### config.mk
export PLATFORM = sky130hd
export DESIGN_NAME = instr_fetch
export DESIGN_NICKNAME = d
export VERILOG_FILES = /design/src/rtl/instr_fetch.sv
export SDC_FILE = /design/constraint.sdc
export NUM_CORES = 1
export LEC_CHECK = 0
export BUFFER_PORTS_ARGS = -buffer_cell sky130_fd_sc_hd__buf_2
export CELL_PAD_IN_SITES_DETAIL_PLACEMENT = 0
export CELL_PAD_IN_SITES_GLOBAL_PLACEMENT = 2
export CORE_MARGIN = 3
export CORE_UTILIZATION = 31
export DETAILED_ROUTE_END_ITERATION = 16
export PLACE_DENSITY = 0.94
export SYNTH_ARGS = -nofsm -noshare
export SYNTH_HDL_FRONTEND = slang
export SYNTH_SLANG_ARGS = --single-unit
### constraint.sdc
create_clock -name clk -period 3.4 [get_ports clk]
set_input_delay 0.68 -clock clk [delete_from_list [all_inputs] [get_ports clk]]
set_output_delay 0.68 -clock clk [all_outputs]
set_load 0.005 [all_outputs]
### src/rtl/instr_fetch.sv
// Instruction fetch and issue sequencer: fetches 16-bit words over a req/valid
// handshake, runs JMP/NOP/HLT locally and issues all other opcodes downstream.
module instr_fetch #(
    parameter int unsigned ADDR_W = 8
) (
    input  logic              clk,
    input  logic              rst_n,
    input  logic              run,
    output logic              imem_req,
    output logic [ADDR_W-1:0] imem_addr,
    input  logic [15:0]       imem_rdata,
    input  logic              imem_valid,
    output logic [3:0]        opcode,
    output logic [3:0]        dst,
    output logic [3:0]        src_a,
    output logic [3:0]        src_b,
    output logic [7:0]        imm,
    output logic              instr_valid,
    input  logic              exec_done,
    output logic [ADDR_W-1:0] pc,
    output logic              halted,
    output logic [15:0]       issue_cnt
);

    typedef enum logic [1:0] {
        S_IDLE,
        S_REQ,
        S_ISSUE,
        S_HALT
    } state_t;

    localparam logic [3:0] OP_NOP = 4'b0000;
    localparam logic [3:0] OP_JMP = 4'b1110;
    localparam logic [3:0] OP_HLT = 4'b1111;

    state_t            state_q, state_d;
    logic [ADDR_W-1:0] pc_q, pc_d;
    logic [15:0]       ir_q, ir_d;
    logic [15:0]       issue_cnt_q, issue_cnt_d;
    logic              imem_req_q, imem_req_d;
    logic              instr_valid_q, instr_valid_d;
    logic              halted_q, halted_d;

    // Widen before slicing so the 8-bit target zero-extends or truncates for any ADDR_W.
    logic [ADDR_W+7:0] jmp_wide;
    logic [ADDR_W-1:0] jmp_tgt;
    logic [3:0]        fetch_op;

    always_comb begin
        jmp_wide = {{ADDR_W{1'b0}}, imem_rdata[7:0]};
        jmp_tgt  = jmp_wide[ADDR_W-1:0];
        fetch_op = imem_rdata[15:12];
    end

    always_comb begin
        state_d     = state_q;
        pc_d        = pc_q;
        ir_d        = ir_q;
        issue_cnt_d = issue_cnt_q;

        case (state_q)
            S_IDLE: begin
                if (run) begin
                    state_d = S_REQ;
                end
            end
            S_REQ: begin
                if (imem_valid) begin
                    ir_d = imem_rdata;
                    pc_d = pc_q + ADDR_W'(1);
                    case (fetch_op)
                        OP_HLT: state_d = S_HALT;
                        OP_JMP: begin
                            pc_d    = jmp_tgt;
                            state_d = run ? S_REQ : S_IDLE;
                        end
                        OP_NOP: state_d = run ? S_REQ : S_IDLE;
                        default: state_d = S_ISSUE;
                    endcase
                end
            end
            S_ISSUE: begin
                if (exec_done) begin
                    issue_cnt_d = issue_cnt_q + 16'd1;
                    state_d     = run ? S_REQ : S_IDLE;
                end
            end
            S_HALT: begin
                state_d = S_HALT;
            end
            default: begin
                state_d = S_IDLE;
            end
        endcase

        // Status outputs are registered from the next state so no input reaches an output.
        imem_req_d    = (state_d == S_REQ);
        instr_valid_d = (state_d == S_ISSUE);
        halted_d      = (state_d == S_HALT);
    end

    always_ff @(posedge clk or negedge rst_n) begin
        if (!rst_n) begin
            state_q       <= S_IDLE;
            pc_q          <= '0;
            ir_q          <= '0;
            issue_cnt_q   <= '0;
            imem_req_q    <= 1'b0;
            instr_valid_q <= 1'b0;
            halted_q      <= 1'b0;
        end else begin
            state_q       <= state_d;
            pc_q          <= pc_d;
            ir_q          <= ir_d;
            issue_cnt_q   <= issue_cnt_d;
            imem_req_q    <= imem_req_d;
            instr_valid_q <= instr_valid_d;
            halted_q      <= halted_d;
        end
    end

    always_comb begin
        imem_req    = imem_req_q;
        imem_addr   = pc_q;
        pc          = pc_q;
        instr_valid = instr_valid_q;
        halted      = halted_q;
        issue_cnt   = issue_cnt_q;
        opcode      = ir_q[15:12];
        dst         = ir_q[11:8];
        src_a       = ir_q[7:4];
        src_b       = ir_q[3:0];
        imm         = ir_q[7:0];
    end

endmodule

==> results.json, run 1 <==
{
  "netlist_area_mm2": 0.00213,
  "power_frac_comb_pct": 3.4,
  "routed_wirelength_um": 4730,
  "swShare_pct": 20.6,
  "path_cells": "nand3b_1, buf_4, o21ai_1, nor2b_1",
  "num-fill-cells": 638,
  "yosysSeqAreaShare_pct": 52.8,
  "cp_slowest_stage_delay_ns": 0.48,
  "numPortBuffers": 79,
  "clockRootBuffer": "clkbuf_8",
  "crit_path_end_kind": "flop",
  "synth_warnings": 0,
  "clk_pin_slew_ns": 0.08,
  "p_int_uw": 785,
  "layout_min_cycle_time_ns": 1.73,
  "num_vias": 1652,
  "fin_setup_tns_ns": 0,
  "final.setup_skew_ns": 0.00508,
  "post_drt_wl_per_cell_um": 13.1,
  "multi_input_area_um2": 843,
  "r2r_start": "state_q[1]$_DFF_PN0_",
  "relSlewSlack_pct": 32.6,
  "crit_fanout": 13,
  "core_mm2": 0.00649,
  "vias_per_cell": 4.59,
  "synth_ff_type": "dfrtp_1",
  "switching_power_uw": 204,
  "start_util_pct": 32.9,
  "drt_pass1_iterations": 4,
  "startpoint_type": "flop",
  "worstHoldPathType": "flop to flop",
  "grt_pass1_vias": 1508,
  "synth_nets": 239,
  "fp.dieW_um": 89.0,
  "hold_viol_final": 0,
  "post-route-drc-count": 0,
  "num_rows": 29,
  "overflow": 0,
  "post-route-period-util_pct": 50.9,
  "crit_required_ns": 3.62,
  "powerDensity_mw_per_mm2": 379,
  "ir_worst_vdd_uv": 158,
  "syn_inst": 216,
  "cts_max_level": 2,
  "synth_seq_cells": 45,
  "worstSetupEndpoint": "instr_valid$_DFF_PN0_",
  "p_seq_share_pct": 54.1,
  "critPathBufInv": 1,
  "cts_resized": 0,
  "layout.nets": 305,
  "antenna_left": 0,
  "ff2ff_path_depth": 4,
  "hpwl_um": 3450,
  "ios": 80,
  "grt_usage_pct": 12.3,
  "grt_pass1_wl_um": 7550,
  "fmax_mhz": 578,
  "cts_sinks": 45,
  "ctsHoldBuffers": 0,
  "syn_avg_cell_area_um2": 9.88,
  "dieArea_mm2": 0.00792,
  "worst_path_max_delay_cell": "nand3b_1",
  "clk_latency_ns": 0.30,
  "drive_above_1_share_pct": 33.6,
  "post_cts_buffers": 0,
  "clock_path_buffers": 2,
  "r2r_setup_slack_ns": 1.67,
  "drt-initial-drc-count": 101,
  "grt_max_degree": 46,
  "pwr-share-clk_pct": 42.5,
  "cts_tree": "done",
  "worstSetupPathType": "flop to flop",
  "rsz0062_at_grt": "false",
  "postLayoutCoreUtil_pct": 40.2,
  "tightest_slew_ns": 1.01,
  "synthArstFlopShare_pct": 100,
  "seqCellArea_mm2": 0.00113,
  "setup.worst_path.start": "state_q[1]$_DFF_PN0_",
  "die_h_um": 89.0,
  "maxCapViolations": 0,
  "cp_top_family": "simple AND/OR/NAND/NOR gates",
  "synth.distinct_cells": 35,
  "p_leak_uw": 0.00151,
  "place.gp.congestion": 0.732,
  "synth-edff-count": 0,
  "crit_cells": 4,
  "drv_slew": 0,
  "crit_arrival_ns": 1.95,
  "syn2layout_area_growth_pct": 22.3,
  "antenna_found_initial": 0,
  "setup_viol": 0,
  "num_antenna_cells": 0,
  "status": "finished, final reports clean",
  "reg2reg_to": "instr_valid$_DFF_PN0_",
  "cts_made_buffers": 5
}
==> cell type report <==
cell class	instances	area share [%]
tap	77	3.69
multi-input combinational	145	32.3
clock buffer	6	3.16
sequential	45	43.1
inverter	4	0.575
timing repair buffer	81	15.7
clock inverter	2	1.44
==> metal layers <==
layer,up-vias,global-route usage (%),share of wire (%)
met2,46,18.2,45
met4,0,4.06,1.5
met1,761,17.9,48
met5,-,0,0
met3,6,2.76,5.1
li1,839,-,-
==> Yosys cell counts, drive strengths merged (2+ instances only) <==
cell / instances / area share, %
a21o: 2 / 0.70
a21oi: 11 / 2.6
and3: 3 / 0.88
buf: 22 / 7.0
dfrtp: 45 / 53
ha: 2 / 1.2
inv: 4 / 0.70
nand2: 58 / 10
nand2b: 3 / 0.88
nand3: 12 / 2.8
nand3b: 2 / 0.88
nand4: 4 / 1.2
nand4b: 2 / 1.8
nor2: 7 / 1.2
nor2b: 2 / 0.59
nor3: 2 / 1.5
o21ai: 6 / 1.4
o22a: 2 / 0.82
o22ai: 2 / 0.59
xnor2: 13 / 5.3
xor2: 2 / 0.82
==> power groups by stage <==
stage	clock network (µW)	logic [µW]	registers (µW)
3_5_place_dp	0	34.8	545
3_3_place_gp	0	35.3	545
2_1_floorplan	0	5.69	545
5_1_grt	467	39.0	535
4_1_cts	439	35.0	535
6_report	421	33.7	535
==> cells by family (layout without fill, tap and decap cells) <==
kind of cell / after synthesis / count (layout) / share of synthesized area (%)
fa+ha+maj: 2 / 2 / 1.17
simple gates: 98 / 98 / 23.1
flops: 45 / 45 / 52.8
buf+inv: 26 / 93 / 7.74
compound gates: 28 / 28 / 8.09
xor+xnor: 15 / 15 / 6.15
mux: 2 / 2 / 0.996
==> stage by stage <==
stage          area [µm²]  std cells  worst slack (ns)  power [µW]  hold slack (ns)
6_report             2610        360              1.67         989            0.468
5_1_grt              2610        360              1.52        1040            0.486
4_1_cts              2610        360              1.65        1010            0.477
3_5_place_dp         2490        352              1.41         580            0.457
3_3_place_gp         2490        352              1.48         581            0.455
2_1_floorplan        2130        216              1.86         551            0.384
==> cell usage in the layout (no fill, tap or decap), drive strengths merged, types with 2 or more instances in the layout <==
cell    count
buf        81
nand2      58
dfrtp      45
xnor2      13
nand3      12
a21oi      11
nor2        7
clkbuf      6
o21ai       6
inv         4
nand4       4
nand2b      3
and3        3
a21o        2
nor2b       2
xor2        2
o22ai       2
o22a        2
nor3        2
ha          2
nand3b      2
nand4b      2
==> sequential cells by signal, summed over array words and instances (netlist names) <==
name	flops
halted	1
imem_addr	8
imem_req	1
instr_valid	1
ir_q	16
issue_cnt	16
state_q	2
==> worst min path at each step <==
stage / slack (ns) / to / from / depth (start not counted)
CTS: 0.48 / issue_cnt[15]$_DFFE_PN0P_ / issue_cnt[15]$_DFFE_PN0P_ / 1
detailed placement: 0.46 / ir_q[12]$_DFFE_PN0P_ / ir_q[12]$_DFFE_PN0P_ / 2
finish: 0.47 / issue_cnt[15]$_DFFE_PN0P_ / issue_cnt[15]$_DFFE_PN0P_ / 1
global route: 0.49 / issue_cnt[15]$_DFFE_PN0P_ / issue_cnt[15]$_DFFE_PN0P_ / 1
floorplan: 0.38 / halted$_DFF_PN0_ / rst_n / 0
global placement: 0.46 / issue_cnt[15]$_DFFE_PN0P_ / issue_cnt[15]$_DFFE_PN0P_ / 1
(Power assumes the default switching activity.)
==> run 2, diff against run 1 <==
--- a/config.mk
+++ b/config.mk
@@ -9,9 +9,9 @@
 export CELL_PAD_IN_SITES_DETAIL_PLACEMENT = 0
 export CELL_PAD_IN_SITES_GLOBAL_PLACEMENT = 2
 export CORE_MARGIN = 3
-export CORE_UTILIZATION = 31
+export CORE_UTILIZATION = 29
 export DETAILED_ROUTE_END_ITERATION = 16
-export PLACE_DENSITY = 0.94
+export PLACE_DENSITY = 0.89
 export SYNTH_ARGS = -nofsm -noshare
 export SYNTH_HDL_FRONTEND = slang
 export SYNTH_SLANG_ARGS = --single-unit
==> constraint.sdc (replaced) <==
create_clock -name clk -period 1.7 [get_ports clk]
set_input_delay 0.34 -clock clk [delete_from_list [all_inputs] [get_ports clk]]
set_output_delay 0.34 -clock clk [all_outputs]
set_load 0.005 [all_outputs]
==> run 2 against run 1 <==
The run now ends with negative hold slack left. Final area is 0.58% higher. Via count is 3.0% higher. First-iteration DRC count down 68%. Sequential power grew 100%. Global-route usage rose by 0.28 points. Largest cell class unchanged. Largest power group unchanged. Sequential share of layout area decreased by 0.25 points. Worst hold slack got worse by 0.48 ns. Clock power is 47% higher. Die area rose by 6.4%.
==> results.json, run 2 (synthesized netlist as in run 1, its figures left out) <==
{
  "core_mm2": 0.00698,
  "layout.nets": 310,
  "num_antenna_cells": 0,
  "clockRootBuffer": "clkbuf_8",
  "grt_usage_pct": 12.6,
  "drt-initial-drc-count": 32,
  "layout_min_cycle_time_ns": 1.49,
  "num_vias": 1701,
  "clk_pin_slew_ns": 0.09,
  "multi_input_area_um2": 843,
  "ir_worst_vdd_uv": 262,
  "post_cts_buffers": 0,
  "crit_path_end_kind": "flop",
  "num-fill-cells": 745,
  "routed_wirelength_um": 5090,
  "overflow": 0,
  "cts_max_level": 2,
  "fp.dieW_um": 91.8,
  "final.setup_skew_ns": 0.0131,
  "antenna_found_initial": 0,
  "fmax_mhz": 670,
  "cts_tree": "done",
  "antenna_left": 0,
  "crit_required_ns": 1.88,
  "startpoint_type": "flop",
  "relSlewSlack_pct": 68.9,
  "vias_per_cell": 4.45,
  "post-route-drc-count": 0,
  "layout_commonest_cell": "buf_2",
  "syn2layout_area_growth_pct": 23.0,
  "cts_made_buffers": 5,
  "post_dp_cell_area_mm2": 0.00255,
  "rsz0062_at_grt": "false",
  "fin_setup_tns_ns": 0,
  "drt_pass1_iterations": 4,
  "seqCellArea_mm2": 0.00113,
  "grt_max_degree": 21,
  "mostFrequentLayoutCells": "79 x buf_2, 58 x nand2_1, 45 x dfrtp_1, 13 x xnor2_1, 12 x nand3_1",
  "powerDensity_mw_per_mm2": 671,
  "place.gp.congestion": 0.707,
  "cts_resized": 0,
  "post-route-period-util_pct": 87.8,
  "worstSetupPathType": "flop to flop",
  "violations": "negative hold slack",
  "numPortBuffers": 79,
  "post_drt_wl_per_cell_um": 13.3,
  "final_cell_area_mm2": 0.00263,
  "crit_arrival_ns": 1.67,
  "cts_sinks": 45,
  "grt_pass1_vias": 1703,
  "status": "finished, violations left",
  "start_util_pct": 30.6,
  "worstHoldPathType": "input port to asynchronous set/reset pin",
  "dieArea_mm2": 0.00843,
  "ctsHoldBuffers": 0,
  "crit_fanout": 5,
  "die_h_um": 91.8,
  "setup_viol": 0,
  "clk_latency_ns": 0.30,
  "grt_pass1_wl_um": 8450,
  "maxCapViolations": 0,
  "ios": 80,
  "drive_above_1_share_pct": 34.3,
  "hold_viol_final": 18,
  "drv_slew": 0,
  "hold_slack_ns": -0.0144,
  "p_leak_uw": 0.00152,
  "hpwl_um": 3800,
  "clock_path_buffers": 2,
  "tightest_slew_ns": 0.466,
  "num_rows": 30
}
==> run 2: changes by cell type in the layout (fill, tap and decap cells not counted) <==
cell and change:
clkinv_2 +1, clkbuf_8 -1, bufinv_16 -1, buf_4 +5
clkinvlp_4 -1
==> run 2: through the flow <==
step	util, %	cells	worst slack (ns)	total power [µW]	hold slack, ns
3_3_place_gp	36.6	376	0.247	1170	0.328
6_report	37.6	382	0.207	1760	-0.0144
2_1_floorplan	-	216	0.357	1100	0.0444
3_5_place_dp	36.6	376	0.205	1170	0.331
5_1_grt	37.6	382	0.0962	1830	0.00853
4_1_cts	37.6	382	0.186	1790	0.00579
==> run 2: report_power, final <==
part	internal, µW	switching [µW]	leakage [µW]
Combinational	25.5	46.6	0.000866
Sequential	1070	0	0.000613
Clock	271	348	0.0000399
Total	1370	395	0.00152
==> run 2: area by class of cell <==
class,count,share of cell area [%]
Clock buffer,5,2.62
Clock inverter,1,0.191
Inverter,4,0.572
Multi-Input combinational cell,145,32.1
Sequential cell,45,42.9
Tap cell,96,4.57
Timing Repair Buffer,86,17.1
==> run 2: worst max-delay path, stage by stage, from the launching register on <==
cell,delay [ns]
dfrtp_1,0.41
ha_1,0.19
nand4b_2,0.18
nor3_4,0.32
nand3_1,0.14
xnor2_1,0.14
==> run 2: metal layers <==
layer / vias to the layer above / global-route usage, % / routed length (µm)
met5: - / 0 / 0
met4: 0 / 4.33 / 72
met3: 7 / 2.63 / 223
met2: 41 / 20.9 / 2510
met1: 804 / 16.3 / 2280
li1: 849 / - / -
==> run 2: worst paths after layout <==
path	slack (ns)	startpoint	to	cells past startpoint
max reg2reg	0.21	issue_cnt[0]$_DFFE_PN0P_	issue_cnt[12]$_DFFE_PN0P_	5
min in group clk	0.24	imem_rdata[9]	ir_q[9]$_DFFE_PN0P_	3
max in group asynchronous	1.13	rst_n	ir_q[8]$_DFFE_PN0P_	2
min	-0.01	rst_n	imem_addr[0]$_DFFE_PN0P_	1
max	0.21	issue_cnt[0]$_DFFE_PN0P_	issue_cnt[12]$_DFFE_PN0P_	5
min reg2reg	0.47	issue_cnt[15]$_DFFE_PN0P_	issue_cnt[15]$_DFFE_PN0P_	1
==> run 3, diff against run 2 <==
--- a/config.mk
+++ b/config.mk
@@ -5,13 +5,14 @@
 export SDC_FILE = /design/constraint.sdc
 export NUM_CORES = 1
 export LEC_CHECK = 0
+export ABC_AREA = 1
 export BUFFER_PORTS_ARGS = -buffer_cell sky130_fd_sc_hd__buf_2
 export CELL_PAD_IN_SITES_DETAIL_PLACEMENT = 0
 export CELL_PAD_IN_SITES_GLOBAL_PLACEMENT = 2
 export CORE_MARGIN = 3
-export CORE_UTILIZATION = 29
+export CORE_UTILIZATION = 28
 export DETAILED_ROUTE_END_ITERATION = 16
-export PLACE_DENSITY = 0.89
+export PLACE_DENSITY = 0.88
 export SYNTH_ARGS = -nofsm -noshare
 export SYNTH_HDL_FRONTEND = slang
 export SYNTH_SLANG_ARGS = --single-unit
==> run 3 against run 2 <==
The run now ends clean. Utilization decreased by 2.4 points. Sequential cell count stayed put. Sequential power grew 73%. Clock power rose by 8.9%. Sequential share of layout area down 4.3 points. First-iteration DRC count grew 120%. Critical path depth grew 2. Final area rose by 11%. Non-clock buffer count down 2. Combinational power grew to 21 times the previous value. Critical path type unchanged. Highest routed layer unchanged.
==> results.json, run 3 <==
{
  "rsz0062_at_grt": "false",
  "antenna_left": 0,
  "synth_warnings": 0,
  "fmax_mhz": 722,
  "dieArea_mm2": 0.00974,
  "num_antenna_cells": 0,
  "cp_slowest_stage_delay_ns": 0.43,
  "drv_slew": 0,
  "fin_setup_tns_ns": 0,
  "hold-path-cell-count": 3,
  "vias_per_cell": 4.27,
  "num_vias": 2030,
  "num-fill-cells": 906,
  "post-route-period-util_pct": 81.5,
  "place.gp.congestion": 0.781,
  "syn_avg_cell_area_um2": 8.02,
  "synthArstFlopShare_pct": 100,
  "fp.dieW_um": 98.7,
  "layout_commonest_cell": "nand2_1",
  "die_h_um": 98.7,
  "r2r_start": "state_q[1]$_DFF_PN0_",
  "yosysSeqAreaShare_pct": 46.8,
  "synthTopCellsByCount": "105 x nand2_1, 45 x dfrtp_1, 35 x nor2_1",
  "core_mm2": 0.00830,
  "numPortBuffers": 79,
  "p_leak_uw": 0.00160,
  "cts_tree": "done",
  "clk_latency_ns": 0.29,
  "cts_sinks": 45,
  "yosysTopAreaCell": "dfrtp_1",
  "crit_fanout": 21,
  "syn2layout_area_growth_pct": 21.3,
  "worstHoldPathType": "input port to flop",
  "clockRootBuffer": "clkbuf_8",
  "hpwl_um": 4450,
  "synth_seq_cells": 45,
  "status": "finished, final reports clean",
  "hold_start": "imem_rdata[10]",
  "final.setup_skew_ns": 0.00589,
  "setup_viol": 0,
  "postLayoutCoreUtil_pct": 35.2,
  "post-route-drc-count": 0,
  "drt-initial-drc-count": 69,
  "path_cells": "inv_1, nand2_1, nor2_4, buf_4, nand3_1, o21ai_0, nor2_1",
  "synth_nets": 323,
  "multi_input_area_mm2": 0.00103,
  "startpoint_type": "flop",
  "hold_end": "ir_q[10]$_DFFE_PN0P_",
  "crit_required_ns": 1.89,
  "place_inst": 467,
  "ios": 80,
  "cts_max_level": 2,
  "reg2reg_to": "imem_addr[5]$_DFFE_PN0P_",
  "grt_max_degree": 29,
  "drive_above_1_share_pct": 28.6,
  "synth.distinct_cells": 29,
  "start_util_pct": 29.0,
  "worstSetupPathType": "flop to flop",
  "yosys-top-cells-area": "dfrtp_1 47%, nand2_1 16%, buf_4 5.9%",
  "grt_usage_pct": 12.2,
  "post_drt_wl_per_cell_um": 12.2,
  "powerDensity_mw_per_mm2": 1390,
  "drt_pass1_iterations": 4,
  "clock_path_buffers": 2,
  "routed_wirelength_um": 5780,
  "seqCellArea_mm2": 0.00113,
  "maxCapViolations": 0,
  "mostFrequentLayoutCells": "105 x nand2_1, 79 x buf_2, 45 x dfrtp_1, 35 x nor2_1, 22 x inv_1",
  "layout.nets": 393,
  "cts_resized": 0,
  "grt_pass1_vias": 1910,
  "netlist_area_mm2": 0.00241,
  "post_cts_buffers": 0,
  "worst_path_max_delay_cell": "dfrtp_1",
  "clk_pin_slew_ns": 0.08,
  "hold_viol_final": 0,
  "synth_ff_type": "dfrtp_1",
  "crit_path_end_kind": "flop",
  "tightest_slew_ns": 0.389,
  "cts_made_buffers": 5,
  "ir_worst_vdd_uv": 460,
  "ff2ff_path_depth": 7,
  "yosysTopAreaCellShare_pct": 46.8,
  "crit_arrival_ns": 1.57,
  "ctsHoldBuffers": 1,
  "finalNonFillerCells": 475,
  "antenna_found_initial": 0,
  "synth-edff-count": 0,
  "layout_min_cycle_time_ns": 1.39,
  "grt_pass1_wl_um": 9650,
  "num_rows": 33,
  "overflow": 0,
  "r2r_setup_slack_ns": 0.31,
  "yosysMostFrequentCell": "nand2_1",
  "syn_inst": 300,
  "relSlewSlack_pct": 74.1
}
[run 3: through the flow]
| step | hold WS, ns | total power (µW) | setup WS [ns] | area (µm²) |
|---|---|---|---|---|
| 2_1_floorplan | 0.0444 | 2870 | 0.489 | 2410 |
| 3_3_place_gp | 0.290 | 3430 | 0.357 | 2820 |
| 3_5_place_dp | 0.298 | 3440 | 0.306 | 2820 |
| 6_report | 0.245 | 4060 | 0.314 | 2920 |
| 5_1_grt | 0.242 | 4410 | 0.183 | 2920 |
| 4_1_cts | 0.230 | 4140 | 0.291 | 2920 |
[run 3: cells by family (layout without fill, tap and decap cells)]
kind of cell               after synthesis  count (layout)  share of synthesized area [%]
DFF                                     45              45                           46.8
xor gates and xnor gates                10              10                           3.95
adders and majority gates                2               2                           1.04
and+or+nand+nor                        171             171                           31.8
buffers and inverters                   46             116                           10.3
AOI/OAI and AO/OA                       26              26                           6.08
[run 3: metal layers]
layer  share of wire [%]  GRT usage [%]  vias to the layer above  wire length (µm)
met5                   0              0                        -                 0
met4                 1.0           2.84                        0                59
met3                 4.6           2.76                        4               268
met2                  43           18.6                       44              2490
met1                  51           17.6                      920              2960
li1                    -              -                     1062                 -
[run 3: layout make-up]
| type | count | area share (%) |
|---|---|---|
| well taps | 105 | 4.50 |
| inverters | 25 | 3.30 |
| multi-input cells | 209 | 35.3 |
| flip-flops and latches | 45 | 38.6 |
| repair buffers | 84 | 15.3 |
| clock buffers | 7 | 2.96 |
[run 3: power by group]
group	switching, µW	total (µW)	internal, µW
Clock	352	675	323
Combinational	843	1540	692
Sequential	384	1850	1460
[run 3: how the worst max path moves through the flow]
stage	startpoint	endpoint	slack (ns)
floorplan	issue_cnt[0]$_DFFE_PN0P_	issue_cnt[10]$_DFFE_PN0P_	0.49
global placement	state_q[1]$_DFF_PN0_	imem_addr[5]$_DFFE_PN0P_	0.36
detailed placement	state_q[1]$_DFF_PN0_	imem_addr[5]$_DFFE_PN0P_	0.31
CTS	state_q[1]$_DFF_PN0_	imem_addr[5]$_DFFE_PN0P_	0.29
global route	issue_cnt[0]$_DFFE_PN0P_	issue_cnt[12]$_DFFE_PN0P_	0.18
finish	state_q[1]$_DFF_PN0_	imem_addr[5]$_DFFE_PN0P_	0.31
[run 3: critical path: cells and delay by family (launching register included)]
| kind | cells | cell delay (ns) |
|---|---|---|
| buf+inv | 2 | 0.33 |
| flops | 1 | 0.43 |
| compound gates | 1 | 0.15 |
| simple gates | 4 | 0.36 |
